===== src/rtl/tcam_key_unpack_pkg.sv =====
// Shared TCAM key layout: bit positions and the unpacked field struct,
// used by both the key builder and the receive-side unpacker.
package tcam_key_unpack_pkg;

    localparam int KEY_W  = 128;
    localparam int RSVD_W = 2;

    localparam int KEY_SRC_IP_MSB   = 127;
    localparam int KEY_SRC_IP_LSB   = 96;
    localparam int KEY_DST_IP_MSB   = 95;
    localparam int KEY_DST_IP_LSB   = 64;
    localparam int KEY_PROTO_MSB    = 63;
    localparam int KEY_PROTO_LSB    = 56;
    localparam int KEY_SRC_PORT_MSB = 55;
    localparam int KEY_SRC_PORT_LSB = 40;
    localparam int KEY_DST_PORT_MSB = 39;
    localparam int KEY_DST_PORT_LSB = 24;
    localparam int KEY_VLAN_MSB     = 23;
    localparam int KEY_VLAN_LSB     = 12;
    localparam int KEY_DSCP_MSB     = 11;
    localparam int KEY_DSCP_LSB     = 6;
    localparam int KEY_IPV4_BIT     = 5;
    localparam int KEY_IPV6_BIT     = 4;
    localparam int KEY_ARP_BIT      = 3;
    localparam int KEY_FRAG_BIT     = 2;
    localparam int KEY_RSVD_MSB     = RSVD_W - 1;
    localparam int KEY_RSVD_LSB     = 0;

    typedef struct packed {
        logic [31:0] src_ip;
        logic [31:0] dst_ip;
        logic [7:0]  ip_proto;
        logic [15:0] src_port;
        logic [15:0] dst_port;
        logic [11:0] vlan_id;
        logic [5:0]  dscp;
        logic        is_ipv4;
        logic        is_ipv6;
        logic        is_arp;
        logic        is_fragmented;
        logic        malformed;
    } key_fields_t;

endpackage


===== src/rtl/tcam_key_unpack_fields.sv =====
// Combinational unpack of a packed TCAM key into fields plus the
// malformed-key check.
module tcam_key_fields
    import tcam_key_unpack_pkg::*;
(
    input  logic [KEY_W-1:0] key,
    output key_fields_t      fields
);

    logic v4;
    logic v6;
    logic arp;
    logic frag;
    logic multi_l3;

    always_comb begin
        v4   = key[KEY_IPV4_BIT];
        v6   = key[KEY_IPV6_BIT];
        arp  = key[KEY_ARP_BIT];
        frag = key[KEY_FRAG_BIT];
        // No flag set is a legal non-IP key; two or more is contradictory.
        multi_l3 = (v4 && v6) || (v4 && arp) || (v6 && arp);

        fields.src_ip        = key[KEY_SRC_IP_MSB:KEY_SRC_IP_LSB];
        fields.dst_ip        = key[KEY_DST_IP_MSB:KEY_DST_IP_LSB];
        fields.ip_proto      = key[KEY_PROTO_MSB:KEY_PROTO_LSB];
        fields.src_port      = key[KEY_SRC_PORT_MSB:KEY_SRC_PORT_LSB];
        fields.dst_port      = key[KEY_DST_PORT_MSB:KEY_DST_PORT_LSB];
        fields.vlan_id       = key[KEY_VLAN_MSB:KEY_VLAN_LSB];
        fields.dscp          = key[KEY_DSCP_MSB:KEY_DSCP_LSB];
        fields.is_ipv4       = v4;
        fields.is_ipv6       = v6;
        fields.is_arp        = arp;
        fields.is_fragmented = frag;
        fields.malformed     = (key[KEY_RSVD_MSB:KEY_RSVD_LSB] != '0) || multi_l3
                               || (frag && !v4 && !v6);
    end

endmodule


===== src/rtl/tcam_key_unpack.sv =====
// Receive-side TCAM key decoder: validates and unpacks keys into a registered
// output stage backed by one skid entry, and keeps saturating key counters.
module tcam_key_unpack
    import tcam_key_unpack_pkg::*;
#(
    parameter int CNT_W          = 32,
    parameter bit DROP_MALFORMED = 1'b0
) (
    input  logic             clk,
    input  logic             rst_n,
    input  logic             s_valid,
    output logic             s_ready,
    input  logic [KEY_W-1:0] s_key,
    output logic             m_valid,
    input  logic             m_ready,
    output logic [31:0]      m_src_ip,
    output logic [31:0]      m_dst_ip,
    output logic [7:0]       m_ip_proto,
    output logic [15:0]      m_src_port,
    output logic [15:0]      m_dst_port,
    output logic [11:0]      m_vlan_id,
    output logic [5:0]       m_dscp,
    output logic             m_is_ipv4,
    output logic             m_is_ipv6,
    output logic             m_is_arp,
    output logic             m_is_fragmented,
    output logic             m_malformed,
    input  logic             cnt_clr,
    output logic [CNT_W-1:0] cnt_keys,
    output logic [CNT_W-1:0] cnt_malformed
);

    localparam logic [CNT_W-1:0] CNT_MAX = '1;
    localparam logic [CNT_W-1:0] CNT_ONE = 1;

    // Handshake: a transfer happens on a rising edge where valid && ready.
    // s_ready is purely registered (!skid_valid); m_* hold while m_valid && !m_ready.
    key_fields_t in_f;
    key_fields_t out_q;
    key_fields_t skid_q;
    logic        out_valid;
    logic        skid_valid;
    logic        accept;
    logic        keep;
    logic        can_load;

    tcam_key_fields u_fields (
        .key    (s_key),
        .fields (in_f)
    );

    assign s_ready  = !skid_valid;
    assign accept   = s_valid && s_ready;
    assign keep     = accept && !(DROP_MALFORMED && in_f.malformed);
    assign can_load = !out_valid || m_ready;

    // While the skid entry is full s_ready is low, so accept and skid refill never coincide.
    always_ff @(posedge clk or negedge rst_n) begin
        if (!rst_n) begin
            out_valid  <= 1'b0;
            skid_valid <= 1'b0;
            out_q      <= '0;
            skid_q     <= '0;
        end else if (can_load) begin
            if (skid_valid) begin
                out_q      <= skid_q;
                out_valid  <= 1'b1;
                skid_valid <= 1'b0;
            end else begin
                out_valid <= keep;
                if (keep) begin
                    out_q <= in_f;
                end
            end
        end else if (keep) begin
            skid_q     <= in_f;
            skid_valid <= 1'b1;
        end
    end

    always_ff @(posedge clk or negedge rst_n) begin
        if (!rst_n) begin
            cnt_keys      <= '0;
            cnt_malformed <= '0;
        end else if (cnt_clr) begin
            cnt_keys      <= '0;
            cnt_malformed <= '0;
        end else if (accept) begin
            if (cnt_keys != CNT_MAX) begin
                cnt_keys <= cnt_keys + CNT_ONE;
            end
            if (in_f.malformed && (cnt_malformed != CNT_MAX)) begin
                cnt_malformed <= cnt_malformed + CNT_ONE;
            end
        end
    end

    assign m_valid         = out_valid;
    assign m_src_ip        = out_q.src_ip;
    assign m_dst_ip        = out_q.dst_ip;
    assign m_ip_proto      = out_q.ip_proto;
    assign m_src_port      = out_q.src_port;
    assign m_dst_port      = out_q.dst_port;
    assign m_vlan_id       = out_q.vlan_id;
    assign m_dscp          = out_q.dscp;
    assign m_is_ipv4       = out_q.is_ipv4;
    assign m_is_ipv6       = out_q.is_ipv6;
    assign m_is_arp        = out_q.is_arp;
    assign m_is_fragmented = out_q.is_fragmented;
    assign m_malformed     = out_q.malformed;

endmodule

===== config.mk =====
export PLATFORM = sky130hd
export DESIGN_NAME = tcam_key_unpack
export DESIGN_NICKNAME = d
export VERILOG_FILES = /design/src/rtl/tcam_key_unpack_pkg.sv /design/src/rtl/tcam_key_unpack_fields.sv /design/src/rtl/tcam_key_unpack.sv
export SDC_FILE = /design/constraint.sdc
export NUM_CORES = 1
export LEC_CHECK = 0
export BUFFER_PORTS_ARGS = -buffer_cell sky130_fd_sc_hd__buf_2
export CORE_ASPECT_RATIO = 1.25
export CORE_MARGIN = 4
export CORE_UTILIZATION = 35
export CTS_BUF_LIST = sky130_fd_sc_hd__clkbuf_8
export DETAILED_ROUTE_END_ITERATION = 8
export RECOVER_POWER = 100
export SYNTH_ARGS = -nofsm -noshare
export SYNTH_HDL_FRONTEND = slang
export SYNTH_SLANG_ARGS = --single-unit

===== constraint.sdc =====
create_clock -name clk -period 2.8 [get_ports clk]
set_input_delay 0.56 -clock clk [delete_from_list [all_inputs] [get_ports clk]]
set_output_delay 0.56 -clock clk [all_outputs]
set_load 0.01 [all_outputs]

==> report_table.html, run 1 <==
<table>
<tr><th>Metric</th><th>Value</th></tr>
<tr><th colspan="2">Outcome</th></tr>
<tr><td>Status</td><td>completed</td></tr>
<tr><th colspan="2">Clocking</th></tr>
<tr><td>Maximum number of buffers from clock root to sink</td><td>3</td></tr>
<tr><td>Number of H-tree levels</td><td>2</td></tr>
<tr><td>Clock tree from TritonCTS</td><td>built</td></tr>
<tr><td>Worst-path clk slew</td><td>0.07 ns</td></tr>
<tr><td>Num CTS Buffers</td><td>53</td></tr>
<tr><td>Clock insertion delay at the later pin of the skew report</td><td>~0.59 ns</td></tr>
<tr><td>Number of sinks driven by the clock tree</td><td>320</td></tr>
<tr><td>Clk Tree Root Cell</td><td>sky130_fd_sc_hd__clkbuf_8</td></tr>
<tr><th colspan="2">GRT</th></tr>
<tr><td>Antenna violations before repair</td><td>5</td></tr>
<tr><td>First-pass GRT wire length</td><td>~60000 um</td></tr>
<tr><td>Maximum number of pins on one net before global-route repair</td><td>70</td></tr>
<tr><td>Global-route total usage across every layer</td><td>16.8%</td></tr>
<tr><td>Overflow left after global routing</td><td>0</td></tr>
<tr><td>Vias in the first global route</td><td>10795</td></tr>
<tr><th colspan="2">Die</th></tr>
<tr><td>Chip height</td><td>233 um</td></tr>
<tr><td>Die footprint</td><td>between 40000 and 50000 sq um</td></tr>
<tr><td>Count of standard-cell rows</td><td>between 80 and 90</td></tr>
<tr><td>Die width</td><td>188 um</td></tr>
<tr><td>Top-level I/O count</td><td>roughly 330</td></tr>
<tr><td>Floorplan core area</td><td>40100 sq um</td></tr>
<tr><td>Initial Utilization</td><td>a little over a third</td></tr>
<tr><th colspan="2">Detailed routing</th></tr>
<tr><td>First-pass iteration count of the detailed router</td><td>5</td></tr>
<tr><td>Post-DR wirelength/cell</td><td>approximately 18 um</td></tr>
<tr><td>Count of nets left with antenna violations after detail routing</td><td>0</td></tr>
<tr><td>Detailed-route wire length</td><td>between 30000 and 40000 um</td></tr>
<tr><td>Ratio of routed vias to standard cells</td><td>~5</td></tr>
<tr><td>Remaining DRCs</td><td>0</td></tr>
<tr><td>Iteration-0 DRC count of the detailed router</td><td>roughly 500</td></tr>
<tr><td>Via count</td><td>between 10000 and 15000</td></tr>
<tr><th colspan="2">Synth</th></tr>
<tr><td>Synthesis-stage register bit count</td><td>320</td></tr>
<tr><td>Sequential fraction of the synthesis area</td><td>about 56%</td></tr>
<tr><td>Cells after Synth</td><td>around 1200</td></tr>
<tr><td>FFs w/ async S/R, synth</td><td>between 90% and 100%</td></tr>
<tr><td>Cells taking the most area after synthesis</td><td>sky130_fd_sc_hd__dfrtp_1, sky130_fd_sc_hd__mux2_2, sky130_fd_sc_hd__mux2i_1, sky130_fd_sc_hd__a21oi_1, sky130_fd_sc_hd__nor2_1</td></tr>
<tr><td>Most used flip-flop cell after synthesis</td><td>sky130_fd_sc_hd__dfrtp_1</td></tr>
<tr><td>Mapped Area</td><td>roughly 14000 sq um</td></tr>
<tr><td>Nets in the synthesized netlist</td><td>roughly 1400</td></tr>
<tr><td>Synthesis Warnings</td><td>0</td></tr>
<tr><td>Library cells used by synthesis</td><td>51</td></tr>
<tr><td>Library cell occupying the most area in the post-synthesis netlist</td><td>sky130_fd_sc_hd__dfrtp_1</td></tr>
<tr><td>Top-area cell type share of the netlist area</td><td>56.4%</td></tr>
<tr><td>Number of synthesized flops with an enable pin</td><td>0</td></tr>
<tr><td>Post-synthesis area per instance</td><td>roughly 11 sq um</td></tr>
<tr><th colspan="2">Critical path</th></tr>
<tr><td>Start-to-end type of the worst setup path</td><td>reg -&gt; out</td></tr>
<tr><td>Worst Path Required</td><td>approximately 2.2 ns</td></tr>
<tr><td>Endpoint arrival time on the critical path</td><td>2.06 ns</td></tr>
<tr><td>Reg-to-reg setup timing slack</td><td>between 0.2 and 0.25 ns</td></tr>
<tr><td>Worst reg2reg endpoint</td><td>skid_q[125]</td></tr>
<tr><td>Reg-to-reg critical path startpoint</td><td>skid_valid</td></tr>
<tr><td>Count of cells along the worst register-to-register path</td><td>5</td></tr>
<tr><td>Category of the worst setup path launch point</td><td>flop</td></tr>
<tr><td>Worst Path Max Fanout</td><td>65</td></tr>
<tr><td>Capturing element type of the critical path</td><td>primary output</td></tr>
<tr><th colspan="2">Layout</th></tr>
<tr><td>Number of nets in the layout</td><td>between 1500 and 2000</td></tr>
<tr><td>Fraction of layout cells with a size suffix above 1</td><td>24.0%</td></tr>
<tr><td>Synthesis-to-finish area growth</td><td>23.0%</td></tr>
<tr><th colspan="2">STA</th></tr>
<tr><td>Hold Vio Cnt, Final</td><td>0</td></tr>
<tr><td>Number of setup violations in the final report</td><td>0</td></tr>
<tr><td>Final worst path period need</td><td>about 2.6 ns</td></tr>
<tr><td>Number of pins exceeding their max-slew limit in the final report</td><td>0</td></tr>
<tr><td>Layout Skew</td><td>~0.024 ns</td></tr>
<tr><td>Worst rel slew slack</td><td>6.86%</td></tr>
<tr><td>Setup repair after global routing missed its margin</td><td>false</td></tr>
<tr><td>FMAX</td><td>0.381 GHz</td></tr>
<tr><td>Slew of the pin with the lowest slew margin</td><td>1.39 ns</td></tr>
<tr><td>Share of the clock period used by the worst path after layout</td><td>between 90% and 100%</td></tr>
<tr><td>Accumulated negative setup slack</td><td>0 ns</td></tr>
<tr><th colspan="2">Placed design</th></tr>
<tr><td>HPWL Detailed</td><td>~26000 um</td></tr>
<tr><td>PortBufs</td><td>between 300 and 400</td></tr>
<tr><td>GPL Wtd Cong</td><td>0.832</td></tr>
<tr><th colspan="2">Run</th></tr>
<tr><td>Total of max-cap violations</td><td>0</td></tr>
<tr><th colspan="2">Hold path</th></tr>
<tr><td>Worst hold start</td><td>s_key[90]</td></tr>
<tr><td>Cell count of the worst hold path</td><td>2</td></tr>
<tr><td>Min-Delay Path Class</td><td>in -&gt; reg</td></tr>
<tr><td>Endpoint with the worst hold slack</td><td>skid_q[89]</td></tr>
<tr><th colspan="2">Power</th></tr>
<tr><td>IR Drop Worst-Case VDD</td><td>0.399 mV</td></tr>
<tr><td>Power Dens Cells</td><td>709 nW/um^2</td></tr>
<tr><td>Leakage Power</td><td>approximately 7.2 nW</td></tr>
<tr><td>Total design power</td><td>12.4 mW</td></tr>
</table>
-- state kept, by name (all words and copies together) (netlist names) --
signal           count
m_ip_proto           8
m_src_port          16
skid_valid           1
m_src_ip            32
m_dst_port          16
m_dscp               6
m_dst_ip            32
cnt_malformed       32
m_is_ipv6            1
cnt_keys            32
m_vlan_id           12
m_valid              1
m_is_arp             1
m_is_ipv4            1
skid_q             127
m_malformed          1
m_is_fragmented      1
-- logic make-up (layout without fill, tap and decap cells) --
group / Yosys count / count (layout) / share of synthesized area, %
simple gates: 326 / 326 / 11.7
flops: 320 / 320 / 56.4
mux: 264 / 264 / 19.8
compound gates: 234 / 234 / 9.09
buf+inv: 88 / 464 / 2.44
xor+xnor: 5 / 5 / 0.309
fa+ha+maj: 2 / 2 / 0.176
other cells: 0 / 7 / 0
-- synth_stat cells (all sizes together), types with 5 or more instances --
master	n
nor3	7
inv	9
and4	8
mux2	136
nor2	151
or4	15
o21ai	35
nand2	24
nand3	21
a21oi	173
buf	15
dfrtp	320
or3	36
clkbuf	64
and2	5
nand4	26
nor2b	8
mux2i	128
o31ai	11
and3	6
nor4	9
-- worst max-delay path, stage by stage (launching register included) --
cell and delay, ns:
sky130_fd_sc_hd__dfrtp_1 0.53, sky130_fd_sc_hd__buf_16 0.37, sky130_fd_sc_hd__inv_1 0.18, sky130_fd_sc_hd__clkbuf_1 0.19
-- timing repair --
action	in CTS	in global routing
hold buffers	1	0
setup endpoints to repair	1	0
buffers inserted	0	0
hold endpoints to repair	60	0
resized for setup	1	0
-- per-stage QoR --
stage          cell area (sq um)  hold slack (ns)  std cells  util, %  setup WS [ns]
2_1_floorplan              14200            0.264       1239        -          0.560
3_3_place_gp               16600            0.486       2066     41.5          0.366
3_5_place_dp               16600            0.496       2066     41.5          0.338
4_1_cts                    17800            0.156       2161     44.5          0.258
5_1_grt                    17500            0.166       2166     43.5          0.124
6_report                   17500            0.212       2168     43.5          0.176
-- final cells by class --
class | instances | area (sq um)
Timing Repair Buffer | 362 | 1730
Tap cell | 546 | 683
Inverter | 9 | 33.8
Clock inverter | 19 | 138
Fill cell | 3943 | 22700
Antenna cell | 7 | 17.5
Clock buffer | 74 | 1020
Multi-Input combinational cell | 831 | 5830
Sequential cell | 320 | 8010
-- worst max path at each step --
| stage | startpoint | endpoint | depth (start not counted) |
|---|---|---|---|
| 2_1_floorplan | cnt_malformed[0] | cnt_malformed[1] | 8 |
| 3_3_place_gp | s_key[4] | cnt_malformed[10] | 6 |
| 3_5_place_dp | s_key[4] | cnt_malformed[10] | 6 |
| 4_1_cts | skid_valid | s_ready | 3 |
| 5_1_grt | skid_valid | m_dst_ip[14] | 5 |
| 6_report | skid_valid | s_ready | 3 |
-- cell usage in the layout (no fill, tap or decap), types with 21 or more instances in the layout --
| cell | n |
|---|---|
| sky130_fd_sc_hd__dfrtp_1 | 320 |
| sky130_fd_sc_hd__clkbuf_8 | 74 |
| sky130_fd_sc_hd__nand2_1 | 24 |
| sky130_fd_sc_hd__mux2_2 | 134 |
| sky130_fd_sc_hd__mux2i_1 | 128 |
| sky130_fd_sc_hd__nor2_1 | 150 |
| sky130_fd_sc_hd__o21ai_0 | 34 |
| sky130_fd_sc_hd__nand4_1 | 26 |
| sky130_fd_sc_hd__or3_1 | 35 |
| sky130_fd_sc_hd__a21oi_1 | 173 |
| sky130_fd_sc_hd__buf_2 | 133 |
| sky130_fd_sc_hd__clkbuf_1 | 200 |
| sky130_fd_sc_hd__nand3_1 | 21 |
-- routing by layer --
metal  vias up  track usage, %  share of wire, %
li1       5148               -                 -
met1      5349            20.4                41
met2       290            29.3                51
met3        54            3.98               5.8
met4         0            5.92               2.8
met5         -               0                 0
-- power by group --
part | total, mW | switching, mW | internal (mW) | leakage, nW
Clock | 4.40 | 1.89 | 2.52 | 0.633
Sequential | 5.86 | 0.427 | 5.44 | 3.82
Combinational | 2.11 | 1.16 | 0.954 | 2.73
(Power assumes the default switching activity.)
==> inputs of run 2 (changes only) <==
--- a/config.mk
+++ b/config.mk
@@ -7,11 +7,13 @@
 export LEC_CHECK = 0
 export BUFFER_PORTS_ARGS = -buffer_cell sky130_fd_sc_hd__buf_2
 export CORE_ASPECT_RATIO = 1.25
-export CORE_MARGIN = 4
-export CORE_UTILIZATION = 35
+export CORE_MARGIN = 1.5
+export CORE_UTILIZATION = 56
 export CTS_BUF_LIST = sky130_fd_sc_hd__clkbuf_8
 export DETAILED_ROUTE_END_ITERATION = 8
+export PLACE_DENSITY = 0.82
 export RECOVER_POWER = 100
+export REMOVE_ABC_BUFFERS = 1
 export SYNTH_ARGS = -nofsm -noshare
 export SYNTH_HDL_FRONTEND = slang
 export SYNTH_SLANG_ARGS = --single-unit
==> run 2 against run 1 <==
  * The flow now finishes with violations (max-capacitance violations, max-slew violations)
  * Critical path depth rose by 2
  * Utilization rose by 25 points
  * Worst hold slack improved by 0.026 ns
  * Non-clock buffer count fell by 12
  * Critical path type is now reg -> reg
  * Critical endpoint is now skid_q[60]
  * Largest cell class unchanged
==> report_table.html, run 2 (same netlist as run 1, synthesis figures left out) <==
<table>
<tr><th>Metric</th><th>Value</th></tr>
<tr><th colspan="2">Critical path</th></tr>
<tr><td>Category of the worst setup path launch point</td><td>flop</td></tr>
<tr><td>Reg-to-reg setup timing slack</td><td>0.16 ns (-0.06 ns)</td></tr>
<tr><td>Endpoint arrival time on the critical path</td><td>3.06 ns (+1.00 ns)</td></tr>
<tr><td>Worst Path Required</td><td>3.23 ns (+0.99 ns)</td></tr>
<tr><td>Start-to-end type of the worst setup path</td><td>reg -&gt; reg</td></tr>
<tr><td>Capturing element type of the critical path</td><td>flop</td></tr>
<tr><td>Worst Path Max Fanout</td><td>50 (-23%)</td></tr>
<tr><th colspan="2">Power</th></tr>
<tr><td>Combinational group share of total power</td><td>17.6% (+0.5 points)</td></tr>
<tr><td>Leakage Power</td><td>7.08 nW (-1.5%)</td></tr>
<tr><td>IR Drop Worst-Case VDD</td><td>0.387 mV (-3.0%)</td></tr>
<tr><td>Switching portion of total power</td><td>28.7% (+0.68 points)</td></tr>
<tr><td>Power Internal</td><td>8.45 mW (-5.1%)</td></tr>
<tr><td>Total net switching power</td><td>3.41 mW (-1.9%)</td></tr>
<tr><td>Power Dens Cells</td><td>700 nW/um^2 (-1.3%)</td></tr>
<tr><td>Clock Power Share</td><td>32.8% (-2.8 points)</td></tr>
<tr><td>Part of the total power dissipated in sequential elements</td><td>49.6% (+2.2 points)</td></tr>
<tr><th colspan="2">Layout</th></tr>
<tr><td>Number of standard cells in the final layout excluding fillers</td><td>1936 (-11%)</td></tr>
<tr><td>Fraction of layout cells with a size suffix above 1</td><td>23.3% (-0.68 points)</td></tr>
<tr><td>Number of nets in the layout</td><td>1696 (-0.93%)</td></tr>
<tr><td>Post-layout utilization of the core</td><td>68.7% (+25 points)</td></tr>
<tr><td>Synthesis-to-finish area growth</td><td>19.3%</td></tr>
<tr><td>Most frequent cells in the layout</td><td>sky130_fd_sc_hd__dfrtp_1, sky130_fd_sc_hd__clkbuf_1, sky130_fd_sc_hd__a21oi_1</td></tr>
<tr><td>Flip-flop count of the largest register, all copies and words added</td><td>127 (unchanged)</td></tr>
<tr><td>Commonest non-fill, non-tap cell in the layout</td><td>sky130_fd_sc_hd__dfrtp_1</td></tr>
<tr><td>Most flop-heavy register</td><td>skid_q</td></tr>
<tr><td>Layout fillers</td><td>1918 (-51%)</td></tr>
<tr><th colspan="2">Clocking</th></tr>
<tr><td>Number of H-tree levels</td><td>2 (unchanged)</td></tr>
<tr><td>Worst-path clk slew</td><td>0.07 ns (about the same)</td></tr>
<tr><td>Clock insertion delay at the later pin of the skew report</td><td>0.55 ns (-0.04 ns)</td></tr>
<tr><td>Clk Tree Root Cell</td><td>sky130_fd_sc_hd__clkbuf_8</td></tr>
<tr><td>Setup bufs post-CTS</td><td>0 (unchanged)</td></tr>
<tr><td>Maximum number of buffers from clock root to sink</td><td>3 (unchanged)</td></tr>
<tr><td>Num CTS Buffers</td><td>49 (-7.5%)</td></tr>
<tr><td>Number of sinks driven by the clock tree</td><td>320 (unchanged)</td></tr>
<tr><td>Clock tree from TritonCTS</td><td>built</td></tr>
<tr><th colspan="2">Detailed routing</th></tr>
<tr><td>Via count</td><td>11035 (+1.8%)</td></tr>
<tr><td>First-pass iteration count of the detailed router</td><td>5 (unchanged)</td></tr>
<tr><td>Post-DR wirelength/cell</td><td>17.7 um (+0.76%)</td></tr>
<tr><td>Count of nets left with antenna violations after detail routing</td><td>0 (unchanged)</td></tr>
<tr><td>Remaining DRCs</td><td>0 (unchanged)</td></tr>
<tr><td>Iteration-0 DRC count of the detailed router</td><td>421 (-16%)</td></tr>
<tr><td>Ratio of routed vias to standard cells</td><td>5.70 (+14%)</td></tr>
<tr><td>Detailed-route wire length</td><td>34300 um (-10%)</td></tr>
<tr><th colspan="2">Placed design</th></tr>
<tr><td>GPL Wtd Cong</td><td>0.905 (+8.8%)</td></tr>
<tr><td>Post-placement cell count</td><td>1839 (-11%)</td></tr>
<tr><td>HPWL Detailed</td><td>22600 um (-12%)</td></tr>
<tr><td>PortBufs</td><td>325 (unchanged)</td></tr>
<tr><th colspan="2">Hold path</th></tr>
<tr><td>Min-Delay Path Class</td><td>in -&gt; reg</td></tr>
<tr><th colspan="2">Outcome</th></tr>
<tr><td>Status</td><td>finished with violations</td></tr>
<tr><td>Violations in the final reports</td><td>max-capacitance violations, max-slew violations</td></tr>
<tr><th colspan="2">Die</th></tr>
<tr><td>Initial Utilization</td><td>57.5% (+22 points)</td></tr>
<tr><td>Floorplan core area</td><td>24700 sq um (-39%)</td></tr>
<tr><td>Count of standard-cell rows</td><td>64 (-22%)</td></tr>
<tr><td>Top-level I/O count</td><td>326 (unchanged)</td></tr>
<tr><td>Die footprint</td><td>26300 sq um (-40%)</td></tr>
<tr><td>Chip height</td><td>181 um (-22%)</td></tr>
<tr><td>Die width</td><td>145 um (-23%)</td></tr>
<tr><th colspan="2">GRT</th></tr>
<tr><td>Antenna violations before repair</td><td>7 (+2)</td></tr>
<tr><td>Global-route total usage across every layer</td><td>26.1% (+9.3 points)</td></tr>
<tr><td>Vias in the first global route</td><td>11195 (+3.7%)</td></tr>
<tr><td>First-pass GRT wire length</td><td>56400 um (-5.6%)</td></tr>
<tr><td>Maximum number of pins on one net before global-route repair</td><td>130 (+86%)</td></tr>
<tr><td>Overflow left after global routing</td><td>0 (unchanged)</td></tr>
<tr><th colspan="2">STA</th></tr>
<tr><td>FMAX</td><td>0.379 GHz (-0.52%)</td></tr>
<tr><td>Worst rel slew slack</td><td>-5.86% (-13 points)</td></tr>
<tr><td>Final worst path period need</td><td>2.64 ns (+0.0136 ns)</td></tr>
<tr><td>Number of pins exceeding their max-slew limit in the final report</td><td>59 (+59)</td></tr>
<tr><td>Layout Skew</td><td>0.0151 ns (-0.00868 ns)</td></tr>
<tr><td>Share of the clock period used by the worst path after layout</td><td>94.2% (+0.49 points)</td></tr>
<tr><td>Setup repair after global routing missed its margin</td><td>false</td></tr>
<tr><td>Hold Vio Cnt, Final</td><td>0 (unchanged)</td></tr>
<tr><td>Number of setup violations in the final report</td><td>0 (unchanged)</td></tr>
<tr><td>Final hold slack</td><td>0.239 ns (+0.0265 ns)</td></tr>
<tr><td>Slew of the pin with the lowest slew margin</td><td>1.59 ns (+0.193 ns)</td></tr>
<tr><th colspan="2">Run</th></tr>
<tr><td>Total of max-cap violations</td><td>1 (+1)</td></tr>
</table>
==> run 2: cell types whose count changed in the layout (fill, tap and decap cells not counted), moves of 4 or more <==
cell                       before  now
sky130_fd_sc_hd__clkbuf_8      74   65
sky130_fd_sc_hd__inv_1         19   23
sky130_fd_sc_hd__clkbuf_2       4    8
sky130_fd_sc_hd__clkbuf_1     200  195
sky130_fd_sc_hd__buf_4         12    5
==> run 2: repair_timing <==
item                                   CTS  global route
resized for setup                        0             0
endpoints found under the hold margin   51             0
hold buffers                             1             0
==> run 2: worst max-delay path: stages (launching register included) <==
cell                       delay (ns)
sky130_fd_sc_hd__dfrtp_4         0.50
sky130_fd_sc_hd__nand2b_1        0.16
sky130_fd_sc_hd__clkbuf_1        0.16
sky130_fd_sc_hd__nor2_1          0.72
sky130_fd_sc_hd__buf_6           0.49
sky130_fd_sc_hd__mux2_2          0.40
==> run 2: metal layers <==
metal / GRT usage (%) / vias to the layer above / share of wire, %
met2: 44.7 / 416 / 50
met1: 32.7 / 5422 / 40
met5: 0 / - / 0
li1: - / 5128 / -
met4: 8.33 / 0 / 2.4
met3: 6.24 / 69 / 7.6
==> run 2: final cells by class <==
class | instances | area (sq um) | share of cell area [%]
well taps | 330 | 413 | 2.44
clock buffers | 65 | 895 | 5.28
multi-input cells | 831 | 5820 | 34.4
flip-flops and latches | 320 | 8010 | 47.3
inverters | 9 | 33.8 | 0.199
repair buffers | 350 | 1630 | 9.63
diodes | 8 | 20.0 | 0.118
clock inverters | 23 | 110 | 0.650
==> run 2: worst paths after layout <==
check                                 from       endpoint  cells after the start
worst min register to register  skid_q[92]     skid_q[92]                      1
worst max-delay path            skid_valid     skid_q[60]                      5
worst min-delay path              s_key[9]      skid_q[8]                      2
worst max register to register  skid_valid     skid_q[60]                      5
min in group asynchronous            rst_n     skid_q[15]                      2
max in group asynchronous            rst_n  m_dst_port[1]                      4
==> run 2: metrics by stage <==
step | setup WS, ns | instance area (sq um) | setup TNS, ns | power (mW)
after floorplan | -6.57 | 13900 | -1761.15 | 7.26
after global placement | 0.439 | 16200 | 0 | 7.99
after detailed placement | 0.375 | 16200 | 0 | 8.14
after CTS | 0.158 | 17300 | 0 | 12.1
after global routing | 0.0461 | 16900 | 0 | 12.4
final | 0.163 | 16900 | 0 | 11.9
==> run 2: power groups by stage <==
stage                     sequential, mW  clock [mW]  combinational [mW]
after global placement              5.88           0                2.11
after floorplan                     6.10           0                1.16
after CTS                           5.86        3.98                2.22
after global routing                5.98        4.18                2.29
after detailed placement            5.94           0                2.20
final                               5.89        3.88                2.09
==> inputs of run 3 (changes only) <==
--- a/config.mk
+++ b/config.mk
@@ -11,7 +11,7 @@
 export CORE_UTILIZATION = 56
 export CTS_BUF_LIST = sky130_fd_sc_hd__clkbuf_8
 export DETAILED_ROUTE_END_ITERATION = 8
-export PLACE_DENSITY = 0.82
+export PLACE_DENSITY = 0.89
 export RECOVER_POWER = 100
 export REMOVE_ABC_BUFFERS = 1
 export SYNTH_ARGS = -nofsm -noshare
==> constraint.sdc (replaced) <==
create_clock -name clk -period 2.9 [get_ports clk]
set_input_delay 0.58 -clock clk [delete_from_list [all_inputs] [get_ports clk]]
set_output_delay 0.58 -clock clk [all_outputs]
set_load 0.01 [all_outputs]
==> run 3 against run 2 <==
  * The run still ends with max-capacitance violations, max-slew violations left
  * Cell area decreased by 0.56%
  * Clock power is 9.8% lower
  * Combinational power is 3% lower
  * Clock-buffer cell count shrank 6
  * Via count is 1.5% higher
  * Sequential cell count unchanged
  * Global-route usage is essentially flat
  * Power down 5.2%
  * Final cell count decreased by 0.57%
  * First-iteration DRC count grew 27%
  * Fmax shrank 0.96%
  * Critical path type unchanged
  * Critical endpoint is now skid_q[50]
  * Largest cell class unchanged
  * Highest routed layer is now met5
==> report_table.html, run 3 (same netlist as run 1, synthesis figures left out) <==
<table>
<tr><th>Metric</th><th>Value</th></tr>
<tr><th colspan="2">Detailed routing</th></tr>
<tr><td>Iteration-0 DRC count of the detailed router</td><td>534 (+27%)</td></tr>
<tr><td>First-pass iteration count of the detailed router</td><td>5 (unchanged)</td></tr>
<tr><td>Count of nets left with antenna violations after detail routing</td><td>0 (unchanged)</td></tr>
<tr><td>Ratio of routed vias to standard cells</td><td>5.82 (+2.1%)</td></tr>
<tr><td>Remaining DRCs</td><td>0 (unchanged)</td></tr>
<tr><td>Detailed-route wire length</td><td>34700 um (+1.1%)</td></tr>
<tr><td>Post-DR wirelength/cell</td><td>18.0 um (+1.7%)</td></tr>
<tr><td>Via count</td><td>11203 (+1.5%)</td></tr>
<tr><th colspan="2">Placed design</th></tr>
<tr><td>PortBufs</td><td>325 (unchanged)</td></tr>
<tr><td>Worst slack after detailed placement</td><td>0.323 ns (-0.0523 ns)</td></tr>
<tr><td>GPL Wtd Cong</td><td>0.902 (-0.33%)</td></tr>
<tr><td>Post-placement cell count</td><td>1837 (-0.11%)</td></tr>
<tr><td>HPWL Detailed</td><td>23300 um (+3.0%)</td></tr>
<tr><th colspan="2">STA</th></tr>
<tr><td>Number of pins exceeding their max-slew limit in the final report</td><td>189 (+220%)</td></tr>
<tr><td>Setup repair after global routing missed its margin</td><td>false</td></tr>
<tr><td>Final worst path period need</td><td>2.66 ns (+0.0255 ns)</td></tr>
<tr><td>Share of the clock period used by the worst path after layout</td><td>91.8% (-2.4 points)</td></tr>
<tr><td>Final hold slack</td><td>0.274 ns (+0.0351 ns)</td></tr>
<tr><td>Slew of the pin with the lowest slew margin</td><td>2.07 ns (+0.483 ns)</td></tr>
<tr><td>Accumulated negative setup slack</td><td>0 ns (unchanged)</td></tr>
<tr><td>Number of setup violations in the final report</td><td>0 (unchanged)</td></tr>
<tr><td>Layout Skew</td><td>0.0170 ns (+0.00197 ns)</td></tr>
<tr><td>Hold Vio Cnt, Final</td><td>0 (unchanged)</td></tr>
<tr><td>Worst rel slew slack</td><td>-38.0% (-32 points)</td></tr>
<tr><td>FMAX</td><td>0.376 GHz (-0.96%)</td></tr>
<tr><td>Crit path setup slack, layout</td><td>0.237 ns (+0.0745 ns)</td></tr>
<tr><th colspan="2">Clocking</th></tr>
<tr><td>Number of H-tree levels</td><td>2 (unchanged)</td></tr>
<tr><td>Number of resized instances in the post-cts repair step</td><td>0 (unchanged)</td></tr>
<tr><td>Number of buffers added to fix hold violations after cts</td><td>0 (-1)</td></tr>
<tr><td>Maximum number of buffers from clock root to sink</td><td>3 (unchanged)</td></tr>
<tr><td>Clock insertion delay at the later pin of the skew report</td><td>0.55 ns (about the same)</td></tr>
<tr><td>Clk Tree Root Cell</td><td>sky130_fd_sc_hd__clkbuf_8</td></tr>
<tr><td>Clock tree from TritonCTS</td><td>built</td></tr>
<tr><td>Num CTS Buffers</td><td>48 (-2.0%)</td></tr>
<tr><td>Worst-path clk slew</td><td>0.06 ns (about the same)</td></tr>
<tr><td>Setup bufs post-CTS</td><td>0 (unchanged)</td></tr>
<tr><td>Number of sinks driven by the clock tree</td><td>320 (unchanged)</td></tr>
<tr><th colspan="2">Critical path</th></tr>
<tr><td>CP max stage delay</td><td>0.66 ns (-0.06 ns)</td></tr>
<tr><td>Worst Path Max Fanout</td><td>64 (+28%)</td></tr>
<tr><td>Category of the worst setup path launch point</td><td>flop</td></tr>
<tr><td>Start-to-end type of the worst setup path</td><td>reg -&gt; reg</td></tr>
<tr><td>Endpoint arrival time on the critical path</td><td>3.08 ns (+0.02 ns)</td></tr>
<tr><td>Worst Path Required</td><td>3.31 ns (+0.08 ns)</td></tr>
<tr><td>Capturing element type of the critical path</td><td>flop</td></tr>
<tr><td>Count of cells along the worst register-to-register path</td><td>4 (-1)</td></tr>
<tr><td>Crit-path cells</td><td>nand2b_1 &gt; nor2_1 &gt; buf_6 &gt; mux2_2</td></tr>
<tr><td>Cell at the slowest stage of the critical path</td><td>sky130_fd_sc_hd__nor2_1</td></tr>
<tr><th colspan="2">Power</th></tr>
<tr><td>Power Dens Cells</td><td>667 nW/um^2 (-4.7%)</td></tr>
<tr><td>Total design power</td><td>11.2 mW (-5.2%)</td></tr>
<tr><td>Leakage Power</td><td>7.01 nW (-1.0%)</td></tr>
<tr><td>IR Drop Worst-Case VDD</td><td>0.478 mV (+24%)</td></tr>
<tr><th colspan="2">Layout</th></tr>
<tr><td>Synthesis-to-finish area growth</td><td>18.7%</td></tr>
<tr><td>Most flop-heavy register</td><td>skid_q</td></tr>
<tr><td>Number of nets in the layout</td><td>1692 (-0.24%)</td></tr>
<tr><td>Number of standard cells in the final layout excluding fillers</td><td>1925 (-0.57%)</td></tr>
<tr><td>Most frequent cells in the layout</td><td>sky130_fd_sc_hd__dfrtp_1, sky130_fd_sc_hd__clkbuf_1, sky130_fd_sc_hd__a21oi_1</td></tr>
<tr><td>Flip-flop count of the largest register, all copies and words added</td><td>127 (unchanged)</td></tr>
<tr><td>Commonest non-fill, non-tap cell in the layout</td><td>sky130_fd_sc_hd__dfrtp_1</td></tr>
<tr><td>Fraction of layout cells with a size suffix above 1</td><td>22.8% (-0.57 points)</td></tr>
<tr><th colspan="2">Die</th></tr>
<tr><td>Top-level I/O count</td><td>326 (unchanged)</td></tr>
<tr><td>Die width</td><td>145 um (unchanged)</td></tr>
<tr><td>Initial Utilization</td><td>57.5% (unchanged)</td></tr>
<tr><td>Count of standard-cell rows</td><td>64 (unchanged)</td></tr>
<tr><td>Floorplan core area</td><td>24700 sq um (unchanged)</td></tr>
<tr><td>Die footprint</td><td>26300 sq um (unchanged)</td></tr>
<tr><td>Chip height</td><td>181 um (unchanged)</td></tr>
<tr><th colspan="2">GRT</th></tr>
<tr><td>Global-route total usage across every layer</td><td>26.1% (about the same)</td></tr>
<tr><td>Overflow left after global routing</td><td>0 (unchanged)</td></tr>
<tr><td>Antenna violations before repair</td><td>2 (-5)</td></tr>
<tr><td>Maximum number of pins on one net before global-route repair</td><td>123 (-5.4%)</td></tr>
<tr><td>First-pass GRT wire length</td><td>56400 um (about the same)</td></tr>
<tr><td>Vias in the first global route</td><td>11378 (+1.6%)</td></tr>
<tr><th colspan="2">Outcome</th></tr>
<tr><td>Violations in the final reports</td><td>max-capacitance violations, max-slew violations</td></tr>
<tr><td>Status</td><td>finished with violations</td></tr>
<tr><th colspan="2">Run</th></tr>
<tr><td>Total of max-cap violations</td><td>2 (+1)</td></tr>
<tr><th colspan="2">Hold path</th></tr>
<tr><td>Cell count of the worst hold path</td><td>2 (unchanged)</td></tr>
<tr><td>Min-Delay Path Class</td><td>in -&gt; reg</td></tr>
</table>
-- run 3: cell types whose count changed in the layout (fill, tap and decap cells not counted), moves of 2 or more --
| cell | before | now |
|---|---|---|
| sky130_fd_sc_hd__buf_4 | 5 | 7 |
| sky130_fd_sc_hd__buf_6 | 2 | 4 |
| sky130_fd_sc_hd__clkbuf_1 | 195 | 198 |
| sky130_fd_sc_hd__clkbuf_2 | 8 | 1 |
| sky130_fd_sc_hd__clkbuf_8 | 65 | 59 |
| sky130_fd_sc_hd__diode_2 | 8 | 5 |
| sky130_fd_sc_hd__inv_6 | 2 | 0 |
-- run 3: final cells by class --
class                   count  area, sq um
diodes                      5         12.5
multi-input cells         831         5830
well taps                 330          413
flip-flops and latches    320         8010
inverters                   9         33.8
fillers                  1848         7820
clock inverters            24          109
clock buffers              59          812
repair buffers            347         1620
-- run 3: metrics by stage --
step,utilization (%),area (sq um)
3_3_place_gp,65.8,16200
4_1_cts,69.6,17200
5_1_grt,68.2,16800
6_report,68.3,16800
2_1_floorplan,-,13900
3_5_place_dp,65.8,16200
-- run 3: per-layer routing --
layer	up-vias	share of wire, %	GRT usage (%)
li1	5098	-	-
met1	5549	38	31.6
met2	460	51	45.2
met3	94	7.8	6.19
met4	2	3.4	10.1
met5	-	0.035	0
-- run 3: worst paths after layout --
check	start	to	slack [ns]
setup / recovery	skid_valid	skid_q[50]	0.24
hold / removal	s_key[79]	skid_q[78]	0.27
setup reg to reg	skid_valid	skid_q[50]	0.24
hold reg to reg	skid_q[17]	skid_q[17]	0.50
max in group asynchronous	rst_n	cnt_malformed[23]	0.62
min in group asynchronous	rst_n	m_src_ip[2]	0.64
-- run 3: worst max-delay path: cells and delay by family (launching register included) --
family | cells | cell delay, ns
flip-flops | 1 | 0.55
buffers and inverters | 1 | 0.57
multiplexers | 1 | 0.42
AND/OR/NAND/NOR | 2 | 0.94
-- run 3: power breakdown --
group / internal, mW / switching (mW)
Clock: 1.83 / 1.67
Combinational: 0.906 / 1.12
Sequential: 5.25 / 0.458
Total: 7.99 / 3.25
